`src/rtl/bec_result_fifo.sv`:
```
// Result FIFO behind the bec core: captures {becStatus, data} on each rising done and drains over Wishbone.
// Optional BEC_FIFO_IRQ_EN adds a writable THRESH register and a level interrupt.
module bec_result_fifo #(
  parameter logic [31:0] BASE_ADDR = 32'h3000_0100,
  parameter int unsigned DEPTH     = 8
) (
  input  logic        wb_clk_i,
  input  logic        wb_rst_i,
  input  logic        wbs_stb_i,
  input  logic        wbs_cyc_i,
  input  logic        wbs_we_i,
  input  logic [3:0]  wbs_sel_i,
  input  logic [31:0] wbs_dat_i,
  input  logic [31:0] wbs_adr_i,
  output logic        wbs_ack_o,
  output logic [31:0] wbs_dat_o,
  input  logic        slv_done,
  input  logic [3:0]  becStatus,
  input  logic [31:0] data_in,
  output logic        irq
);

  localparam int unsigned PW = $clog2(DEPTH);
  localparam int unsigned CW = PW + 1;
  localparam logic [CW-1:0] FULL_CNT = CW'(DEPTH);

  logic [35:0]   mem [DEPTH];
  logic [PW-1:0] wr_ptr, rd_ptr;
  logic [CW-1:0] count;
  logic          overflow, done_q, ack;
  logic [31:0]   dat_q, rdata, status_word;
  logic [35:0]   head;
  logic [1:0]    reg_idx;
  logic          req, rd_req, wr_req;
  logic          empty, full;
  logic          push, pop, push_ok, drop, flush, clr_ov;
  logic          unused_ok;

  assign reg_idx = wbs_adr_i[3:2];
  assign req     = wbs_stb_i & wbs_cyc_i & ~ack & (wbs_adr_i[31:4] == BASE_ADDR[31:4]);
  assign rd_req  = req & ~wbs_we_i;
  assign wr_req  = req & wbs_we_i;

  assign empty   = (count == '0);
  assign full    = (count == FULL_CNT);
  assign head    = mem[rd_ptr];

  assign push    = slv_done & ~done_q;
  assign pop     = rd_req & (reg_idx == 2'd0) & ~empty;
  assign flush   = wr_req & (reg_idx == 2'd2) & wbs_sel_i[0] & wbs_dat_i[0];
  assign clr_ov  = wr_req & (reg_idx == 2'd2) & wbs_sel_i[0] & wbs_dat_i[1];
  // A same-cycle pop frees the slot, so a push into a full FIFO only drops when nothing leaves.
  assign push_ok = push & ~flush & (~full | pop);
  assign drop    = push & ~flush & full & ~pop;

  assign status_word = {22'b0, overflow, full, empty, 1'b0, 6'(count)};

  always_comb begin
    rdata = '0;
    case (reg_idx)
      2'd0:    rdata = empty ? '0 : head[31:0];
      2'd1:    rdata = status_word;
      2'd3:    rdata = empty ? '0 : {28'b0, head[35:32]};
      default: rdata = '0;
    endcase
  end

  always_ff @(posedge wb_clk_i) begin
    if (push_ok) mem[wr_ptr] <= {becStatus, data_in};
  end

  always_ff @(posedge wb_clk_i) begin
    if (wb_rst_i) begin
      wr_ptr   <= '0;
      rd_ptr   <= '0;
      count    <= '0;
      overflow <= 1'b0;
      done_q   <= 1'b0;
      ack      <= 1'b0;
      dat_q    <= '0;
    end else begin
      done_q <= slv_done;
      ack    <= req;
      dat_q  <= rd_req ? rdata : '0;
      if (flush) begin
        wr_ptr <= '0;
        rd_ptr <= '0;
        count  <= '0;
      end else begin
        if (push_ok) wr_ptr <= wr_ptr + 1'b1;
        if (pop)     rd_ptr <= rd_ptr + 1'b1;
        case ({push_ok, pop})
          2'b10:   count <= count + 1'b1;
          2'b01:   count <= count - 1'b1;
          default: count <= count;
        endcase
      end
      if (drop)        overflow <= 1'b1;
      else if (clr_ov) overflow <= 1'b0;
    end
  end

  assign wbs_ack_o = ack;
  assign wbs_dat_o = dat_q;

`ifdef BEC_FIFO_IRQ_EN
  logic [CW-1:0] thresh;
  logic          irq_q;
  logic          thresh_wr;

  assign thresh_wr = wr_req & (reg_idx == 2'd3) & wbs_sel_i[0];

  always_ff @(posedge wb_clk_i) begin
    if (wb_rst_i) begin
      thresh <= {{(CW-1){1'b0}}, 1'b1};
      irq_q  <= 1'b0;
    end else begin
      if (thresh_wr)
        thresh <= (wbs_dat_i[CW-1:0] == '0) ? {{(CW-1){1'b0}}, 1'b1} : wbs_dat_i[CW-1:0];
      irq_q <= (count >= thresh) | overflow;
    end
  end

  assign irq = irq_q;
`else
  assign irq = 1'b0;
`endif

  assign unused_ok = &{1'b0, wbs_sel_i, wbs_dat_i, wbs_adr_i[1:0]};

endmodule

```
`config.mk`:
```
export PLATFORM = sky130hd
export DESIGN_NAME = bec_result_fifo
export DESIGN_NICKNAME = d
export VERILOG_FILES = /design/src/rtl/bec_result_fifo.sv
export SDC_FILE = /design/constraint.sdc
export NUM_CORES = 1
export LEC_CHECK = 0
export ABC_CLOCK_PERIOD_IN_PS = 5900
export BUFFER_PORTS_ARGS = -buffer_cell sky130_fd_sc_hd__buf_2
export CORE_MARGIN = 2
export CORE_UTILIZATION = 40
export CTS_CLUSTER_DIAMETER = 50
export DETAILED_ROUTE_END_ITERATION = 6
export PLACE_DENSITY = 0.57
export SETUP_SLACK_MARGIN = 0.02
export SLEW_MARGIN = 15
export SYNTH_ARGS = -nofsm -noshare
export SYNTH_HDL_FRONTEND = slang
export SYNTH_SLANG_ARGS = --single-unit
```
`constraint.sdc`:
```
create_clock -name wb_clk_i -period 5.9 [get_ports wb_clk_i]
set_input_delay 0.295 -clock wb_clk_i [delete_from_list [all_inputs] [get_ports wb_clk_i]]
set_output_delay 0.295 -clock wb_clk_i [all_outputs]
set_load 0.01 [all_outputs]
```
### After elaboration in Yosys (flattened, before gate mapping)

Memory sizes are Yosys's and may differ from the RTL's. A register that Yosys moved wholly into a read port is not among the register bits.
Index checks and enable logic that the tools add are counted.

* flip-flop bits (word level): 45
* memory bits (writable): 288
* output and inout bits: 34
* memories: 1

Memory list
* mem: words 8, width 36, rd ports 1, clocked after memory_dff 1, wr ports 1, line 27 `logic [35:0] mem [DEPTH];`

* add/sub/neg operators: 4
* equal/unequal tests: 7
* mux-type cells: 10
* bitwise gates (word level): 25
* reductions and logical operators: 6

Operator list (number)
* one-hot mux 32 bit (3 select lines): 1
* 2-to-1 mux 32 bit: 1
* equality test 28 x 26 -> 1 bit, second input constant: 1
* bitwise AND 1 bit: 16
* inverter 1 bit: 8
* one-hot mux 4 bit (2 select lines): 1
* adder 3 x 1 -> 3 bit, second input constant: 2
* equality test 2 bit, second input constant: 3
* 2-to-1 mux 3 bit: 2
* adder 4 x 1 -> 4 bit, second input constant: 1
* equality test 2 x 1 -> 1 bit, second input constant: 2
* equality test 4 bit, second input constant: 1
* zero test 4 bit: 1
* 2-to-1 mux 1 bit: 4
* 2-to-1 mux 4 bit: 1
* nonzero test 2 bit: 2
* OR reduction 2 bit: 2
* subtractor 4 x 1 -> 4 bit, second input constant: 1
* zero test 2 bit: 1
* bitwise OR 1 bit: 1

### Depth between registers and ports, before layout

Gate-level depths: netlist of the first run.

* depth after elaboration: 12
* depth in mapped cells: 11

### Least setup slack after synthesis of the first run

Ideal clock, no wire load.

* path kind: input-to-reg
* from: in wbs_adr_i[2]
* to: mem mem[0][0], enable pin
* arrival time: 4.913 ns
* slack: 0.467 ns
* cell stages on the path: 5
* path through: or3_1 -> or2_4 -> nor3_4 -> o221ai_1 -> nor4_1

* word-level cells in the longest chain between the ends: 9

Ends and longest elaborated chain
* start, declared: line 14 `input logic [31:0] wbs_adr_i,`
* equality test 2 bit: line 50 `assign flush = wr_req & (reg_idx == 2'd2) & wbs_sel_i[0] & wbs_dat_i[0];`
* bitwise AND 1 bit (3 in series): line 50
* inverter 1 bit: line 53 `assign push_ok = push & ~flush & (~full | pop);`
* bitwise AND 1 bit: line 53
* bitwise AND 1 bit *: line 53
* 2-to-1 mux 1 bit *: line 69 `if (push_ok) mem[wr_ptr] <= {becStatus, data_in};`
* 2-to-1 mux 1 bit (not written as such) *: line 69
* end, declared: line 27

Every way passes the cells marked *; elsewhere a longest branch is shown, timed or not.

### Worst setup path after layout of the first run

* from: reg count[0]
* to: mem mem[5][9], enable pin

* word-level cells in the longest chain between the ends: 7

Ends and longest elaborated chain
* start, declared: line 29 `logic [CW-1:0] count;`
* start signal, assigned: line 93 `2'b10: count <= count + 1'b1;`
* start signal, assigned: line 94 `2'b01: count <= count - 1'b1;`
* start signal, assigned: line 95 `default: count <= count;`
* zero test 4 bit: line 44 `assign empty = (count == '0);`
* inverter 1 bit: line 49 `assign pop = rd_req & (reg_idx == 2'd0) & ~empty;`
* bitwise AND 1 bit: line 49
* bitwise OR 1 bit *: line 53
* bitwise AND 1 bit *: line 53
* 2-to-1 mux 1 bit *: line 69
* 2-to-1 mux 1 bit (not written as such) *: line 69

Marked as above.

==> results.json, run 1 <==
{
  "grt.total_usage_pct": 15.4,
  "cts_buffers": 39,
  "synth-xor-area-share_pct": 0.206,
  "p_per_area_nw_per_um2": 342,
  "fin_setup_tns_ns": 0,
  "die_w_um": 182,
  "whs_path_depth": 2,
  "r2r_end": "mem[5][9]",
  "syn_to_final_growth_pct": 18.7,
  "yosysUniqueCellTypes": 50,
  "slew_headroom_pct": 25.7,
  "grt_antenna_before_repair": 5,
  "cts_tree": "done",
  "coreArea_sq_um": 31500,
  "final_nets": 865,
  "period_share_pct": 55.5,
  "ys_ff_latch": 336,
  "ios": 144,
  "worst_pin_slew_ns": 1.11,
  "drtPass1Iterations": 4,
  "synth_edf_count": 288,
  "finalNonFillerCells": 1183,
  "fin_ws_ns": 2.63,
  "fp.dieH_um": 182,
  "syn_area_per_cell_sq_um": 20.7,
  "max_freq_ghz": 0.305,
  "grt_pass1_wl_um": 38400,
  "grt_setup_unrepaired": "no",
  "drtAntennaViolNets": 0,
  "cp_data_required_time_ns": 6.05,
  "cts_root_buf": "clkbuf_16",
  "cts_resized": 0,
  "ys_warn_count": 0,
  "grtUsageMet2_pct": 26.0,
  "synthTopCellsByArea": "edfxtp_1 (68%), mux4_2 (13%), dfxtp_1 (7.5%), mux2i_1 (2.4%), nor2_1 (1.1%)",
  "cts_buffer_depth": 3,
  "slowest_stage": "nor4_2",
  "cellLeakagePower_nw": 4.98,
  "cp_cell_sequence": "nor4_4, or2_4, nor3_4, o221ai_1, nor4_2, buf_4",
  "crit_fanout": 32,
  "hp-start": "slv_done",
  "seq_area_frac_synth_pct": 75.4,
  "clock_latency_ns": 0.53,
  "grt_overflow_total": 0,
  "use_met3_pct": 3.95,
  "syn-instance-count": 615,
  "cts_setup_buffers": 0,
  "fin_skew_ns": 0.0294,
  "clock_sinks": 336,
  "numPortBuffers": 107,
  "async_flop_share_pct": 0,
  "period_needed_ns": 3.27,
  "hold_class": "in2reg",
  "pre_cts_ws_ns": 2.36,
  "synth_compound_area_share_pct": 1.70,
  "drc": 0,
  "cp_data_arrival_time_ns": 3.42,
  "drt_iter0_drc": 294,
  "synth_nets": 730,
  "synth_fa_ha_area_share_pct": 0.550,
  "r2r-start": "count[0]",
  "cap_violations": 0,
  "critPathMaxStageDelay_ns": 0.70,
  "setup_violations": 0,
  "die_area_sq_um": 33300,
  "cts.clk_slew.worst_paths_ns": 0.05,
  "syn_area_sq_um": 12700,
  "avgRoutedWirePerCell_um": 21.3,
  "top_usage_layer": "met2",
  "slew_violations": 0,
  "reg2reg_depth": 6,
  "vdd_ir_drop_max_uv": 224,
  "hold_end": "done_q",
  "final_hold_viol_count": 0,
  "start_util_pct": 40.5,
  "synth_top_cell_area_share_pct": 67.9,
  "rrSetupSlack_ns": 2.63,
  "met1_usage_pct": 19.8,
  "fin_total_pwr_mw": 5.17,
  "synth_mux_area_share_pct": 16.1,
  "grt_max_degree": 73,
  "wl_um": 25200,
  "yosysTopAreaCell": "edfxtp_1",
  "status": "complete, no violations",
  "dp_cells": 1110,
  "hpwl_um": 13400,
  "synth_top_family_by_area": "multiplexers",
  "layout-drive-gt1-share_pct": 37.4,
  "synth-simple-area-share_pct": 4.89,
  "start_kind": "register",
  "viasPerCell": 5.25,
  "crit_type": "reg2reg",
  "setup.worst_path.end_class": "register",
  "num_rows": 65,
  "ys.flop_type": "edfxtp_1",
  "dr_total_vias": 6207,
  "gp_congestion": 0.749,
  "htreeDepth": 2,
  "grt_pass1_vias": 6687
}
layout by cell type, fill, tap and decap left out, types with 4 or more instances in the layout:
master	instances
mux2_2	11
ha_1	4
clkbuf_8	5
mux2i_1	30
clkinv_2	5
edfxtp_1	288
buf_4	13
nor2b_1	4
clkbuf_16	39
dfxtp_1	45
a22oi_1	7
nor3_2	4
inv_1	6
nand2_1	17
buf_2	107
clkbuf_1	7
a21oi_1	9
nor4_2	4
nor2_1	36
nor4_4	6
bufinv_16	4
mux4_2	72
layout make-up:
cell class | instances | area (sq um)
diodes | 3 | 7.51
clock buffers | 51 | 1070
clock inverters | 18 | 234
fillers | 2610 | 16300
inverters | 7 | 26.3
multi-input cells | 245 | 3030
flip-flops and latches | 336 | 9620
well taps | 402 | 503
repair buffers | 121 | 643
worst max-delay path by stage:
stage / start / to / depth (start not counted)
6_report: count[0] / mem[5][9] / 6
5_1_grt: count[0] / mem[5][9] / 6
4_1_cts: count[0] / mem[5][9] / 6
3_5_place_dp: wbs_adr_i[2] / mem[5][22] / 7
3_3_place_gp: wbs_adr_i[2] / mem[5][22] / 7
2_1_floorplan: wbs_adr_i[2] / mem[0][0] / 5
report_power, final:
part | internal [mW] | switching (mW) | total (mW)
registers | 2.62 | 0.0128 | 2.63
logic | 0.0595 | 0.0899 | 0.149
clock network | 1.47 | 0.922 | 2.39
total | 4.14 | 1.02 | 5.17
per-stage QoR:
stage / cell area [sq um] / hold slack, ns / util, %
finish: 15100 / 0.0202 / 48.1
global placement: 13800 / 0.473 / 43.9
detailed placement: 13800 / 0.489 / 43.9
CTS: 15100 / 0.00528 / 48.0
global route: 15100 / 0.0300 / 48.0
floorplan: 12700 / 0.364 / -
worst max-delay path, delay by kind of cell, from the launching register on:
family,cells,cell delay [ns]
AOI/OAI and AO/OA,1,0.42
DFF,1,0.48
buffers and inverters,1,0.60
and+or+nand+nor,4,1.38
cell usage after synthesis (all sizes together) (8+ instances only):
library cell	count
mux2i	30
nor3	8
edfxtp	288
buf	18
mux4	72
nor2	36
clkbuf	9
a21oi	9
mux2	11
nand2	17
nor4	11
dfxtp	48
sequential cells by signal (all words and copies together), names as in the netlist, named ones only:
| register | flops |
|---|---|
| count | 4 |
| wr_ptr | 3 |
| mem | 288 |
| rd_ptr | 3 |
| wbs_dat_o | 32 |
| overflow | 1 |
| wbs_ack_o | 1 |
| done_q | 1 |
timing repair:
| item | 4_1_cts | 5_1_grt |
|---|---|---|
| endpoints found under the setup margin | 0 | 0 |
| endpoints found under the hold margin | 1 | 0 |
| hold buffers | 1 | 0 |
routing by layer:
metal / wire length (um) / vias up / part of all wire (%)
met5: 27 / - / 0.11
met1: 10700 / 3190 / 43
met2: 12300 / 170 / 49
met4: 486 / 4 / 1.9
li1: - / 2796 / -
met3: 1620 / 47 / 6.4
cell families after synthesis:
kind of cell | after synthesis
xor+xnor | 3
mux | 113
simple gates | 93
compound gates | 30
flops | 336
fa+ha+maj | 5
buf+inv | 34
other cells | 1
Note: power is estimated with default switching activity, not from simulation.
==> run 2: changes to the inputs <==
ABC_CLOCK_PERIOD_IN_PS = 3100   (was 5900)
clock period = 3.1 ns   (was 5.9 ns; I/O delays follow)
==> run 2 against run 1 <==
  * Via count up 2.4%
  * Sequential cell count unchanged
  * Combinational power up 130%
  * Core utilization up 1.8 points
  * Global-route usage up 0.32 points
  * Hold slack better by 0.0089 ns
  * Count of clock-buffer cells in the layout down 1
  * Clock skew down 0.013 ns
==> results.json, run 2 (synthesis results as in run 1) <==
{
  "viasPerCell": 5.17,
  "period_share_pct": 91.1,
  "mostFrequentLayoutCells": "edfxtp_1 (288), buf_2 (107), mux4_2 (72), dfxtp_1 (45), dlygate4sd3_1 (40)",
  "largest_register_ffs": 288,
  "power.share.clock_pct": 44.2,
  "fin_setup_tns_ns": 0,
  "vdd_ir_drop_max_uv": 609,
  "postCtsHoldBufs": 40,
  "swShare_pct": 19.9,
  "ios": 144,
  "p_int_mw": 7.69,
  "top_register": "mem",
  "cts.clk_slew.worst_paths_ns": 0.06,
  "p_per_area_nw_per_um2": 612,
  "cts_buffers": 37,
  "cap_violations": 0,
  "clock_sinks": 336,
  "final_nets": 913,
  "drtPass1Iterations": 5,
  "setup.worst_path.end_class": "register",
  "crit_fanout": 13,
  "cts_setup_buffers": 0,
  "die_w_um": 182,
  "slew_violations": 0,
  "combPwrFrac_pct": 3.6,
  "max_freq_ghz": 0.354,
  "fin_total_pwr_mw": 9.60,
  "cts_resized": 0,
  "period_needed_ns": 2.82,
  "setup_violations": 0,
  "start_kind": "input pin",
  "final_hold_viol_count": 0,
  "slew_headroom_pct": 51.5,
  "cp_data_required_time_ns": 3.30,
  "status": "complete, no violations",
  "hpwl_um": 15000,
  "grt_pass1_wl_um": 39600,
  "cellLeakagePower_nw": 5.19,
  "dr_total_vias": 6353,
  "wl_um": 25600,
  "start_util_pct": 40.5,
  "grt_pass1_vias": 6961,
  "grt.total_usage_pct": 15.7,
  "hold_ws_ns": 0.0291,
  "final_common_cell": "edfxtp_1",
  "layout-drive-gt1-share_pct": 35.6,
  "fp.dieH_um": 182,
  "htreeDepth": 2,
  "drc": 0,
  "die_area_sq_um": 33300,
  "syn_to_final_growth_pct": 23.1,
  "drtAntennaViolNets": 0,
  "worst_pin_slew_ns": 0.722,
  "cts_buffer_depth": 3,
  "grt_overflow_total": 0,
  "crit_type": "in2reg",
  "gp_congestion": 0.730,
  "clock_latency_ns": 0.53,
  "fin_ws_ns": 0.276,
  "pre_cts_ws_ns": 0.259,
  "cp_data_arrival_time_ns": 3.02,
  "net-switching-power_mw": 1.91,
  "fin_skew_ns": 0.0162,
  "drt_iter0_drc": 371,
  "num_rows": 65,
  "coreArea_sq_um": 31500,
  "grt_antenna_before_repair": 0,
  "utilization_pct": 49.8,
  "hold_class": "in2reg",
  "grt_setup_unrepaired": "no",
  "n_fill_cell": 2552,
  "cts_tree": "done",
  "avgRoutedWirePerCell_um": 20.8,
  "cts_root_buf": "clkbuf_16",
  "seq_power_share_pct": 52.2,
  "grt_max_degree": 40,
  "numPortBuffers": 107,
  "n_antenna_cell": 0
}
-- run 2: cell count changes in the layout (fill, tap and decap cells not counted), sizes merged --
cell,delta
clkinv,+3
inv,-1
clkbuf,-1
clkinvlp,-1
dlygate4sd3,+39
diode,-3
buf,+11
bufinv,-1
-- run 2: critical path, cell delays in order --
cell and delay (ns):
dlygate4sd3_1 0.53, buf_2 0.16, or3_1 0.38, or2_4 0.27
nor3_4 0.30, o221ai_4 0.29, nor4_4 0.59, buf_4 0.35
-- run 2: per-stage QoR --
step | area (sq um) | cells
after floorplan | 12800 | 615
after detailed placement | 14100 | 1121
after global placement | 14100 | 1121
final | 15700 | 1229
after CTS | 15700 | 1229
after global routing | 15700 | 1229
-- run 2: cell type report --
class | count | area (sq um) | area share (%)
multi-input combinational | 245 | 3100 | 19.8
sequential | 336 | 9620 | 61.3
inverter | 7 | 26.3 | 0.168
tap | 402 | 503 | 3.21
clock inverter | 18 | 193 | 1.23
clock buffer | 50 | 1010 | 6.41
timing repair buffer | 171 | 1240 | 7.91
-- run 2: final timing paths --
| check | from | to | slack, ns | depth (start not counted) |
|---|---|---|---|---|
| max | wbs_adr_i[3] | mem[0][34] | 0.28 | 8 |
| min | wbs_adr_i[2] | wbs_dat_o[7] | 0.03 | 3 |
| max reg2reg | count[0] | mem[0][34] | 0.37 | 6 |
| min reg2reg | overflow | wbs_dat_o[9] | 0.52 | 2 |
-- run 2: power by group through the flow --
stage,combinational [mW],clock (mW),sequential (mW)
2_1_floorplan,0.144,0,5.10
4_1_cts,0.346,4.36,5.01
5_1_grt,0.374,4.53,5.01
3_3_place_gp,0.292,0,5.10
6_report,0.341,4.25,5.01
3_5_place_dp,0.304,0,5.11
-- run 2: metal layers --
metal / global-route usage, % / share of wire (%)
met2: 27.8 / 50
met1: 20.0 / 43
met5: 0 / 0
met3: 2.83 / 4.7
met4: 4.35 / 2.0
